<file path="src/rtl/piso_serializer.sv">
`timescale 1ns/1ps
// Parallel-in / serial-out stage: accepts an n-bit word over a valid/ready load
// handshake, shifts it out LSB first, then pulses done. Define PISO_PARITY_EN to
// append the even-parity bit of the latched word after the data bits.
module piso_serializer #(
  parameter int n = 8
) (
  input  logic         clk,
  input  logic         rst,
  input  logic         en,
  input  logic         load_valid,
  output logic         load_ready,
  input  logic [n-1:0] d,
  output logic         ser_out,
  output logic         ser_valid,
  output logic         busy,
  output logic         done,
  output logic [1:0]   dbg_state
);

  localparam int cnt_n = (n > 2) ? $clog2(n) : 1;
  localparam logic [cnt_n-1:0] CNT_LAST = cnt_n'(n - 1);

  // Handshake: a word transfers on a posedge where load_valid && load_ready;
  // load_ready is high only in IDLE and only while en is high.
  typedef enum logic [1:0] {
    IDLE  = 2'd0,
    SHIFT = 2'd1,
    DONE  = 2'd2
`ifdef PISO_PARITY_EN
    ,PAR  = 2'd3
`endif
  } state_t;

  state_t           state_q;
  logic [n-1:0]     shreg_q;
  logic [cnt_n-1:0] cnt_q;
`ifdef PISO_PARITY_EN
  logic             par_q;
`endif

  always_ff @(posedge clk or negedge rst) begin
    if (!rst) begin
      state_q <= IDLE;
      shreg_q <= '0;
      cnt_q   <= '0;
`ifdef PISO_PARITY_EN
      par_q   <= 1'b0;
`endif
    end else if (en) begin
      case (state_q)
        IDLE: begin
          if (load_valid) begin
            shreg_q <= d;
            cnt_q   <= '0;
`ifdef PISO_PARITY_EN
            par_q   <= ^d;
`endif
            state_q <= SHIFT;
          end
        end
        SHIFT: begin
          shreg_q <= {1'b0, shreg_q[n-1:1]};
          // cnt saturates at n-1 so it never wraps; the next accept clears it.
          if (cnt_q == CNT_LAST) begin
`ifdef PISO_PARITY_EN
            state_q <= PAR;
`else
            state_q <= DONE;
`endif
          end else begin
            cnt_q <= cnt_q + 1'b1;
          end
        end
`ifdef PISO_PARITY_EN
        PAR:  state_q <= DONE;
`endif
        DONE:    state_q <= IDLE;
        default: state_q <= IDLE;
      endcase
    end
  end

  // All outputs decode from registers; only load_ready sees an input (en).
  always_comb begin
    load_ready = en && (state_q == IDLE);
    done       = (state_q == DONE);
    ser_valid  = 1'b0;
    ser_out    = 1'b0;
    if (state_q == SHIFT) begin
      ser_valid = 1'b1;
      ser_out   = shreg_q[0];
    end
`ifdef PISO_PARITY_EN
    if (state_q == PAR) begin
      ser_valid = 1'b1;
      ser_out   = par_q;
    end
`endif
    busy      = ser_valid;
    dbg_state = state_q;
  end

endmodule

</file>
<file path="config.mk">
export PLATFORM = sky130hd
export DESIGN_NAME = piso_serializer
export DESIGN_NICKNAME = d
export VERILOG_FILES = /design/src/rtl/piso_serializer.sv
export SDC_FILE = /design/constraint.sdc
export NUM_CORES = 1
export LEC_CHECK = 0
export BUFFER_PORTS_ARGS = -buffer_cell sky130_fd_sc_hd__buf_2
export CORE_MARGIN = 10
export CORE_UTILIZATION = 54
export CTS_CLUSTER_DIAMETER = 80
export DETAILED_ROUTE_END_ITERATION = 16
export PLACE_DENSITY = 0.83
export SLEW_MARGIN = 10
export SYNTH_ARGS = -nofsm -noshare
export SYNTH_HDL_FRONTEND = slang
export SYNTH_SLANG_ARGS = --single-unit
</file>
<file path="constraint.sdc">
create_clock -name clk -period 3.6 [get_ports clk]
set_clock_uncertainty 0.05 [all_clocks]
set_input_delay 0.72 -clock clk [delete_from_list [all_inputs] [get_ports clk]]
set_output_delay 0.72 -clock clk [all_outputs]
set_load 0.02 [all_outputs]
</file>
==> results.txt <==
Status -> finished clean
Total Neg Setup Slack -> 0 ps
Total via count after detailed routing -> 452
TritonCTS buffer count -> 3
TritonCTS clock tree -> built
Num ports -> 19
Count of final max-slew check failures -> 0
Capturing element type of the critical path -> output pin
Insertion delay to the later sink of the worst-skew pair -> 260 ps
Arrival time reported for the critical path endpoint -> 1530 ps
Starting density of the core -> 57.4%
Filler cells -> 103
Setup repair bufs after CTS -> 0
Root buffer cell -> sky130_fd_sc_hd__clkbuf_4
Vias in the first global route -> 494
DRC violations left -> 0
Achievable frequency -> 0.435 GHz
DP HPWL -> 1070 µm
Placed Cells -> 88
Mapped cell area -> 747 µm²
Cell types with the largest area share after synthesis -> sky130_fd_sc_hd__dfrtp_1 (44%), sky130_fd_sc_hd__mux2_4 (28%), sky130_fd_sc_hd__ha_1 (3.4%), sky130_fd_sc_hd__mux2i_1 (2.7%), sky130_fd_sc_hd__nand2b_2 (2.3%)
Most repeated cell in the gate-level netlist after synthesis -> sky130_fd_sc_hd__mux2_4
Post-synthesis register bit count -> 13
Drt wl/cell -> 14.1 µm
Number of DRC markers after the initial detailed-route iteration -> 5
Most frequent cells after synthesis -> sky130_fd_sc_hd__mux2_4 (14), sky130_fd_sc_hd__dfrtp_1 (13), sky130_fd_sc_hd__inv_1 (4), sky130_fd_sc_hd__nand2_1 (4), sky130_fd_sc_hd__nor2_1 (3)
Critical path class -> reg -> out
RSZ-0062 raised after global routing -> no
Cell taking the most area after synthesis -> sky130_fd_sc_hd__dfrtp_1
Global-route total usage across every layer -> 8.63%
Share of the yosys chip area belonging to registers -> 43.6%
Crit path max fanout -> 10
Worst Setup Slack, final -> 1300 ps
Die Outline Area -> 0.00327 mm²
Final global-route overflow total -> 0
Number of antenna violations at the first check in global routing -> 0
Number of flops mapped to enable cells by yosys -> 0
Maximum number of pins on one net before global-route repair -> 14
Final Setup Violations -> 0
Area growth from synthesis to layout -> 15.6%
Final Wtd Congestion -> 0.774
Final worst path period share -> 63.8%
Hold buffer count at CTS -> 0
Detail-routed via count per cell -> 4.91
Crit-path cells -> nand2b_2 > inv_1 > and2_1 > buf_2
Count of distinct cell types in the synthesized netlist -> 20
Power, Total -> 545 µW
H-tree depth -> 1
Power per cell area -> 631 mW/mm²
P_leak -> 0.460 nW
Horizontal extent of the die -> 57.2 µm
Largest voltage drop on the vdd net -> 0.000379 V
Startpoint types -> flip-flop
Clock slew seen by the registers of the worst setup and hold paths -> 70 ps
Wirelength, routed -> 1300 µm
Register-to-register setup slack -> 1880 ps
Num Clock Sinks -> 13
Max-cap check violation count -> 0
Clock Path Buffers -> 2
Area of the core -> 0.00130 mm²
# port buffers -> 18
Ant. Diodes -> 0
Row count -> 13
Min Clock Period, post-route -> 2300 ps
Type of the worst min-delay path -> in -> async
Library cell contributing the largest single delay on the critical path -> sky130_fd_sc_hd__dfrtp_1
Cts repair resizes -> 0
Final Net Count -> 92
Post-synth net total -> 71
Required arrival time at the worst endpoint -> 2830 ps
Instance count of the mapped netlist -> 57
Post-Syn Area per Cell -> 13.1 µm²
Remaining antenna violation count after routing -> 0
Height of the chip -> 57.2 µm
Ys async rst share -> 100%
Synth warn -> 0
Proportion of netlist area held by the largest area contributor -> 43.6%
Ratio of cells with drive above 1 in the final layout -> 54.5%
Number of standard cells in the final layout excluding fillers -> 92
Measured slew at the worst slew-check pin -> 318 ps
Wire length of the first global-routing pass -> 2280 µm
Count of final hold-check violations -> 0
Iteration count of the initial detailed-routing pass -> 4
Pre-CTS worst setup slack -> 1560 ps
Normalized max-slew margin -> 78.8%
Largest stage delay on the critical path -> 420 ps
Commonest register cell after synthesis -> sky130_fd_sc_hd__dfrtp_1
## final timing paths
check | startpoint | end | cells past startpoint
setup reg to reg | cnt_q[0] | cnt_q[0] | 5
min in group clk | shreg_q[0] | shreg_q[0] | 1
max in group asynchronous | rst | shreg_q[0] | 1
hold / removal | rst | shreg_q[7] | 1
hold reg to reg | shreg_q[0] | shreg_q[0] | 1
setup / recovery | dbg_state[1] | ser_out | 4
## state kept, by name (all words and copies together) (netlist names)
name / count
cnt_q: 3
dbg_state: 2
shreg_q: 8
## layout make-up
| type | instances | area, µm² | area share (%) |
|---|---|---|---|
| clock buffers | 4 | 26.3 | 3.04 |
| inverters | 4 | 15.0 | 1.74 |
| multi-input cells | 38 | 388 | 44.9 |
| flip-flops and latches | 13 | 325 | 37.7 |
| well taps | 15 | 18.8 | 2.17 |
| repair buffers | 18 | 90.1 | 10.4 |
## report_power, final
group / leakage, nW / switching (mW) / internal, mW
Clock: 0.0150 / 0.0422 / 0.0428
Combinational: 0.283 / 0.0884 / 0.135
Sequential: 0.162 / 0.0341 / 0.202
## routing by layer
| metal | vias up | global-route usage, % | part of all wire, % |
|---|---|---|---|
| met1 | 210 | 10.4 | 46 |
| li1 | 235 | - | - |
| met3 | 0 | 3.10 | 3.6 |
| met5 | - | 0 | 0 |
| met4 | 0 | 3.02 | 0 |
| met2 | 7 | 13.8 | 50 |
## per-stage QoR
step                      instance area [µm²]  hold slack [ps]  util (%)
after floorplan                           747              374         -
after global placement                    837              436      64.3
after detailed placement                  837              433      64.3
after CTS                                 863              272      66.3
after global routing                      863              273      66.3
final                                     863              270      66.3
## layout by cell type (no fill, tap or decap)
cell type | synthesis | routed
sky130_fd_sc_hd__mux2_4 | 14 | 14
sky130_fd_sc_hd__nand2b_2 | 2 | 2
sky130_fd_sc_hd__mux2i_1 | 2 | 2
sky130_fd_sc_hd__a21oi_2 | 1 | 1
sky130_fd_sc_hd__ha_1 | 2 | 2
sky130_fd_sc_hd__nor2_4 | 1 | 1
sky130_fd_sc_hd__a21o_2 | 1 | 1
sky130_fd_sc_hd__inv_1 | 4 | 4
sky130_fd_sc_hd__nor2_1 | 3 | 3
sky130_fd_sc_hd__and2b_2 | 1 | 1
sky130_fd_sc_hd__nand2_1 | 4 | 4
sky130_fd_sc_hd__clkbuf_1 | 0 | 1
sky130_fd_sc_hd__o31ai_1 | 1 | 1
sky130_fd_sc_hd__o2bb2ai_1 | 1 | 1
sky130_fd_sc_hd__o21ai_0 | 1 | 1
sky130_fd_sc_hd__buf_2 | 0 | 18
sky130_fd_sc_hd__nand2b_1 | 2 | 2
sky130_fd_sc_hd__dfrtp_1 | 13 | 13
sky130_fd_sc_hd__and2_1 | 1 | 1
sky130_fd_sc_hd__mux2_2 | 1 | 1
sky130_fd_sc_hd__clkbuf_4 | 0 | 3
## logic make-up (layout without fill, tap and decap cells)
family	count (synthesis)	count (layout)	synth area share [%]
AND/OR/NAND/NOR	14	14	11.1
AO/OA/AOI/OAI	5	5	5.19
multiplexers	17	17	32.3
flip-flops	13	13	43.6
adder cells (fa/ha/maj)	2	2	3.35
buffers and inverters	6	26	4.52
## worst max-delay path: cells and delay by family (launching register included)
family / cells / cell delay (ps)
flip-flops: 1 / 420
AND/OR/NAND/NOR: 2 / 490
buffers and inverters: 2 / 360
(Power assumes the default switching activity.)
